$ cat src/rtl/mult_share_arbiter.sv
// rtl/mult_share_arbiter.sv - shares one signed 16x16 carry-save multiplier among NREQ requesters
// Optional feature macro: MULT_SHARE_ARBITER_FIXED_PRIO_EN (fixed-priority grant instead of round-robin)
module mult_share_arbiter #(
   parameter int NREQ     = 4,
   parameter int PIPE_LAT = 0,
   parameter int IDW      = 2
) (
   input  logic              clk,
   input  logic              rst,
   input  logic [NREQ-1:0]   req_valid,
   output logic [NREQ-1:0]   req_ready,
   input  logic [NREQ*16-1:0] req_a,
   input  logic [NREQ*16-1:0] req_b,
   output logic [15:0]       mul_a,
   output logic [15:0]       mul_b,
   output logic              mul_ce,
   input  logic [31:0]       mul_out0,
   input  logic [31:0]       mul_out1,
   output logic              rsp_valid,
   input  logic              rsp_ready,
   output logic [IDW-1:0]    rsp_id,
   output logic [31:0]       rsp_prod
);

   // S0 plus one tag-only stage per datapath register stage
   localparam int NST = PIPE_LAT + 1;

   logic [NST-1:0] vld_q, vld_d;
   logic [IDW-1:0] tag_q [NST];
   logic [IDW-1:0] tag_d [NST];
   logic [15:0]    a_q, a_d, b_q, b_d;
   logic           rsp_v_q, rsp_v_d;
   logic [IDW-1:0] rsp_id_q, rsp_id_d;
   logic [31:0]    rsp_prod_q, rsp_prod_d;
`ifndef MULT_SHARE_ARBITER_FIXED_PRIO_EN
   logic [IDW-1:0] ptr_q, ptr_d;
`endif

   logic           adv;
   logic           found;
   logic           hs;
   logic [IDW-1:0] grant;
   logic [15:0]    sel_a, sel_b;

   // the whole pipeline moves only when the response slot is free or being drained
   assign adv       = !rsp_v_q | rsp_ready;
   assign hs        = found & adv;
   assign mul_ce    = adv;
   assign mul_a     = a_q;
   assign mul_b     = b_q;
   assign rsp_valid = rsp_v_q;
   assign rsp_id    = rsp_id_q;
   assign rsp_prod  = rsp_prod_q;

   // pick the winning requester; descending loops leave the lowest qualifying index
   always_comb begin
      found = 1'b0;
      grant = '0;
      for (int i = NREQ - 1; i >= 0; i--) begin
         if (req_valid[i]) begin
            found = 1'b1;
            grant = IDW'(i);
         end
      end
`ifndef MULT_SHARE_ARBITER_FIXED_PRIO_EN
      // prefer requesters at or above the pointer; the pass above covers the wrap case
      for (int i = NREQ - 1; i >= 0; i--) begin
         if (req_valid[i] && (IDW'(i) >= ptr_q)) begin
            grant = IDW'(i);
         end
      end
`endif
   end

   // one-hot accept and operand mux for the granted requester
   always_comb begin
      req_ready = '0;
      sel_a     = '0;
      sel_b     = '0;
      for (int i = 0; i < NREQ; i++) begin
         if (grant == IDW'(i)) begin
            req_ready[i] = hs;
            sel_a        = req_a[16*i +: 16];
            sel_b        = req_b[16*i +: 16];
         end
      end
   end

   // next state: shift tags with the datapath and fold the carry-save rows into the product
   always_comb begin
      vld_d      = vld_q;
      tag_d      = tag_q;
      a_d        = a_q;
      b_d        = b_q;
      rsp_v_d    = rsp_v_q;
      rsp_id_d   = rsp_id_q;
      rsp_prod_d = rsp_prod_q;
`ifndef MULT_SHARE_ARBITER_FIXED_PRIO_EN
      ptr_d      = ptr_q;
`endif
      if (adv) begin
         vld_d[0] = hs;
         if (hs) begin
            a_d      = sel_a;
            b_d      = sel_b;
            tag_d[0] = grant;
`ifndef MULT_SHARE_ARBITER_FIXED_PRIO_EN
            ptr_d    = (grant == IDW'(NREQ - 1)) ? '0 : grant + 1'b1;
`endif
         end
         for (int j = 1; j < NST; j++) begin
            vld_d[j] = vld_q[j-1];
            tag_d[j] = tag_q[j-1];
         end
         rsp_v_d    = vld_q[NST-1];
         rsp_id_d   = tag_q[NST-1];
         rsp_prod_d = mul_out0 + mul_out1;
      end
   end

   // state registers; reset drops every in-flight operation
   always_ff @(posedge clk) begin
      if (rst) begin
         vld_q      <= '0;
         for (int j = 0; j < NST; j++) tag_q[j] <= '0;
         a_q        <= '0;
         b_q        <= '0;
         rsp_v_q    <= 1'b0;
         rsp_id_q   <= '0;
         rsp_prod_q <= '0;
`ifndef MULT_SHARE_ARBITER_FIXED_PRIO_EN
         ptr_q      <= '0;
`endif
      end else begin
         vld_q      <= vld_d;
         tag_q      <= tag_d;
         a_q        <= a_d;
         b_q        <= b_d;
         rsp_v_q    <= rsp_v_d;
         rsp_id_q   <= rsp_id_d;
         rsp_prod_q <= rsp_prod_d;
`ifndef MULT_SHARE_ARBITER_FIXED_PRIO_EN
         ptr_q      <= ptr_d;
`endif
      end
   end

endmodule

$ cat config.mk
export PLATFORM = sky130hd
export DESIGN_NAME = mult_share_arbiter
export DESIGN_NICKNAME = d
export VERILOG_FILES = /design/src/rtl/mult_share_arbiter.sv
export SDC_FILE = /design/constraint.sdc
export NUM_CORES = 1
export LEC_CHECK = 0
export ABC_AREA = 1
export CORE_MARGIN = 2
export CORE_UTILIZATION = 31
export DETAILED_ROUTE_END_ITERATION = 10
export SYNTH_ARGS = -nofsm -noshare
export SYNTH_HDL_FRONTEND = slang
export SYNTH_SLANG_ARGS = --single-unit
$ cat constraint.sdc
create_clock -name clk -period 3.2 [get_ports clk]
set_input_delay 0.48 -clock clk [delete_from_list [all_inputs] [get_ports clk]]
set_output_delay 0.48 -clock clk [all_outputs]
set_load 0.02 [all_outputs]
* Word-level counts from Yosys, hierarchy flattened
Index checks and enable logic that the tools add are counted.
Word-level totals: logic and storage cells 51, input bits 199, register bits 72
Cells by class: mux-type cells 25, equality and inequality tests 3, bitwise logic cells 2, magnitude comparators 4, reductions and logical operators 7, $add $sub $neg 2
Operator list (count):
- two-way mux 16 bit | 8
- adder 32 bit | 1
- two-way mux 2 bit | 9
- two-way mux 1 bit | 8
- equality test 2 bit (second input constant) | 2
- >= comparator 1 x 2 -> 1 bit (first input constant) | 2
- >= comparator 2 bit (first input constant) | 2
- logical AND 1 bit | 4
- adder 2 x 1 -> 2 bit (second input constant) | 1
- equality test 2 x 1 -> 1 bit (second input constant) | 1
- logical NOT 2 bit | 1
- AND reduction 2 bit | 1
- AND 1 bit | 1
- logical NOT 1 bit | 1
- bitwise OR 1 bit | 1

* Longest topological paths before layout
depth in word-level cells 13, mapped depth 16, depth with buffers taken out 15

* Least setup slack after synthesis
Ideal clock, no wire load.
path kind input to output, start point in req_valid[2], end point out req_ready[1], slack 827 ps, required time 2720 ps, data arrival time 1893 ps, path buffers 2, cell stages on the path 10, cells stage by stage inv_1 > a21oi_1 > inv_1 > nand2_1 > a21oi_1 > ha_1 > buf_4 > clkbuf_1 > inv_1 > nor2_1
On the way: longest elaborated chain between the ends 9, elaborated cells on any way between the ends 14, those cells by class 1 x eq/ne; 11 x mux; 1 x bitwise; 1 x reduce/logical
Ends and longest elaborated chain:
- from (decl) | RTL line 10 | input logic [NREQ-1:0] req_valid,
- two-way mux 2 bit (3 in series) | RTL line 60 | if (req_valid[i]) begin
- two-way mux 2 bit | RTL line 68 | if (req_valid[i] && (IDW'(i) >= ptr_q)) begin
- two-way mux 2 bit * (3 in series) | RTL line 68
- via grant[0] | RTL line 42 | logic [IDW-1:0] grant;
- equality test 2 x 1 -> 1 bit * | RTL line 81 | if (grant == IDW'(i)) begin
- two-way mux 1 bit * | RTL line 81
- to (decl) | RTL line 11 | output logic [NREQ-1:0] req_ready,
The timed path passes the listed nets; every way through them passes the cells marked *.

* Worst setup path in the final report
start point in req_valid[2], end point out req_ready[3]
On the way: longest elaborated chain between the ends 9, elaborated cells on any way between the ends 14, those cells by class 1 x eq/ne; 11 x mux; 1 x bitwise; 1 x reduce/logical
Ends and longest elaborated chain (RTL line):
- two-way mux 2 bit (3 in series) | 60
- two-way mux 2 bit | 68
- two-way mux 2 bit * (3 in series) | 68
- via grant[1] | 42
- equality test 2 bit * | 81
- two-way mux 1 bit * | 81
Marks and branches as above.

==> impl_metrics.csv <==
group,metric,value,unit
floorplan,fp.dieH,143,um
power_and_ir_drop,power_frac_clock,25.4,%
power_and_ir_drop,power.switching,1480,uW
power_and_ir_drop,irDropWorstVdd,0.238,mV
final_layout,nNetsFinal,1521,
floorplan,core_area,18800,um^2
yosys,yosysTopAreaCell,"nand2_1",
sta,hold_viol,0,
yosys,synth_top_area_share,24.1,%
worst_setup_path,arrival,2570,ps
worst_setup_path,path_max_fanout,3,
worst_setup_path,crit_path_end_kind,"primary output",
detailed_routing,vias_per_cell,4.52,
flow_run,maxCapViolCount,0,
sta,finalSetupTns,0,ps
clocking,cts.clk_slew.worst_paths,60,ps
clocking,post_cts_buffers,0,
placement,port_buffers,270,
worst_setup_path,r2r_start,"ptr_q[1]$_SDFFE_PP0P_",
placement,dp_hpwl,18000,um
status,status,"finished clean",
final_layout,multi_input_area,3670,um^2
yosys,netlist_area,6000,um^2
grt,use_met3,4.93,%
sta,period_minus_slack,3050,ps
final_layout,final_common_cell,"nand2_1",
detailed_routing,drc,0,
worst_setup_path,crit_path_start_kind,"input port",
worst_setup_path,worstSetupPathType,"in2out",
clocking,clk_latency,340,ps
power_and_ir_drop,internal_power,2390,uW
worst_setup_path,crit_chain,"clkdlybuf4s50_1, inv_1, a21oi_1, o21ai_0, nor2_1, ha_1, inv_1, nor2_4, clkdlybuf4s50_1",
worst_setup_path,cp_num_buf_inv,4,
yosys,ys_top_cells_by_area,"nand2_1 (24%), dfxtp_1 (24%), inv_1 (11%), ha_1 (7.3%), o21ai_0 (5.2%)",
detailed_routing,wl_per_cell,14.4,um
sta,finClkSkew,9.59,ps
detailed_routing,drt-initial-drc-count,271,
grt,grt_max_degree,53,
power_and_ir_drop,sw_frac_of_total,38.2,%
grt,grt_use_met1,26.7,%
power_and_ir_drop,powerDensity,419,nW/um^2
worst_setup_path,required,2720,ps
floorplan,die_area,20500,um^2
worst_hold_path,hold_depth,2,
yosys,ys_warn_count,0,
worst_setup_path,ff2ff_path_depth,13,
power_and_ir_drop,seqPwrFrac,28.7,%
power_and_ir_drop,power_leakage,0.00462,uW
sta,worstMarginPinSlew,548,ps
floorplan,die_w,143,um
final_layout,fillers,2027,
grt,grt_first_pass_wirelength,34200,um
worst_setup_path,cp_slowest_cell,"clkdlybuf4s50_1",
worst_setup_path,timing.rr.end,"mul_b[8]$_SDFFE_PP0P_",
worst_setup_path,critical-path-max-stage-delay,620,ps
clocking,cts_tree,"built",
worst_setup_path,reg2reg_setup_slack,910,ps
floorplan,io_pins,271,
final_layout,drive_gt1_share,3.33,%
final_layout,area_growth,53.8,%
sta,post-route-period-util,95.5,%
power_and_ir_drop,combPwrFrac,45.9,%
detailed_routing,ant_nets,0,
yosys,syn_nets,1265,
sta,max_freq,327,MHz
floorplan,num_rows,50,
sta,slew_viol_final,0,
grt,gr-usage-all-layers,21.3,%
grt,grt_overflow_total,0,
worst_hold_path,min_path_type,"reg2reg",
clocking,cts_buffer_depth,2,
final_layout,register_area,1440,um^2
worst_hold_path,holdPathEnd,"vld_q$_SDFFE_PP0P_",
sta,whs,472,ps
grt,first_global_vias,6530,
sta,slew_headroom,63.4,%
grt,grt_antenna_before_repair,0,
yosys,syn_inst,1030,
worst_setup_path,critical_path.top_delay_family,"buffers and inverters",
clocking,clockRootBuffer,"clkbuf_16",
detailed_routing,via_count,7015,
worst_hold_path,min_from,"vld_q$_SDFFE_PP0P_",
grt,use_met2,36.6,%
grt,busiest_layer,"met2",
yosys,ys_seq_area_share,24.0,%
clocking,cts_buffers,9,
clocking,cts_sinks,72,
floorplan,initial_core_util,31.9,%
yosys,ys_seq_elements,72,
power_and_ir_drop,report.power.total,3870,uW
sta,setup_viol,0,
yosys,syn_avg_cell_area,5.83,um^2
detailed_routing,dr.pass1.iters,5,
detailed_routing,drt_wl_total,22300,um
clocking,cts.htree.levels,3,
placement,place_congestion,0.909,
sta,rsz0062_at_grt,"no",
final_layout,layout_common_cells,"nand2_1 (385), clkdlybuf4s50_1 (269), inv_1 (183), dfxtp_1 (72), o21ai_0 (62)",
yosys,yosysUniqueCellTypes,36,
[sequential cells by signal (all words and copies together), names as in the netlist]
signal	count
mul_a	16
mul_b	16
ptr_q	2
rsp_id	2
rsp_prod	32
rsp_valid	1
tag_q	2
vld_q	1
[worst max path at each step]
stage                         endpoint    startpoint  cells past startpoint  slack [ps]
after floorplan           req_ready[1]  req_valid[2]                     10         830
after global placement    req_ready[2]  req_valid[1]                     10          80
after detailed placement  req_ready[2]  req_valid[1]                     10          50
after CTS                 req_ready[2]  req_valid[1]                     10          40
after global routing      req_ready[3]  req_valid[0]                     10           9
final                     req_ready[3]  req_valid[2]                      9         150
[worst reg2reg max path, cell delays in order, from the launching register on]
cell and delay [ps]:
dfxtp_1 350, a21oi_1 200, o21ai_0 110, nor2_1 190, inv_1 110, ha_1 250, nor2_4 230, buf_12 220
nand2_1 110, nand3_1 70, o21ai_0 100, o211ai_1 190, nand2_1 70, inv_1 50
[through the flow]
step	setup slack [ps]	util (%)	cells	area [um^2]
after global placement	85.0	47.5	1535	8940
final	145	49.0	1552	9230
after CTS	43.0	49.0	1551	9220
after global routing	9.10	49.0	1551	9230
after detailed placement	51.2	47.5	1535	8940
after floorplan	827	-	1030	6000
[metal layers]
metal  vias to the layer above  share of wire (%)
met5                         -                  0
met4                         0                1.3
met3                        20                7.4
met2                       203                 46
met1                      3063                 45
li1                       3729                  -
[synthesized netlist by cell type (all sizes together)]
library cell / number
o21bai: 17
a31oi: 20
nand3b: 1
nor2: 62
o21ai: 68
dfxtp: 72
nor3: 3
nand3: 58
ha: 35
nor3b: 1
nand2: 386
buf: 18
or2: 1
xnor2: 3
a21o: 1
a22oi: 19
o211ai: 15
xor2: 12
a21oi: 26
fa: 1
and2: 1
clkinv: 1
inv: 187
clkbuf: 19
nand4: 3
[cell type report]
cell class / instances / area share (%)
repair buffers: 282 / 30.4
flip-flops and latches: 72 / 15.6
multi-input cells: 733 / 39.7
diodes: 1 / 0.0271
well taps: 260 / 3.52
clock inverters: 6 / 0.461
inverters: 188 / 7.67
clock buffers: 10 / 2.59
[cell families after synthesis]
| family | share of synthesized area, % |
|---|---|
| AND/OR/NAND/NOR | 34.4 |
| buffers and inverters | 15.1 |
| AO/OA/AOI/OAI | 16.7 |
| flip-flops | 24.0 |
| adder cells (fa/ha/maj) | 7.63 |
| XOR/XNOR | 2.19 |
[power groups by stage]
| stage | clock network, uW | logic [uW] | registers, uW |
|---|---|---|---|
| 2_1_floorplan | 0 | 848 | 1280 |
| 3_3_place_gp | 0 | 1790 | 1120 |
| 3_5_place_dp | 0 | 1790 | 1130 |
| 4_1_cts | 1010 | 1800 | 1110 |
| 5_1_grt | 1050 | 1970 | 1130 |
| 6_report | 983 | 1780 | 1110 |
[timing repair]
action / in CTS / in global routing
resized for setup: 0 / 3
setup endpoints to repair: 0 / 4
hold buffers: 0 / 0
Power figures use the tool's default switching activity.
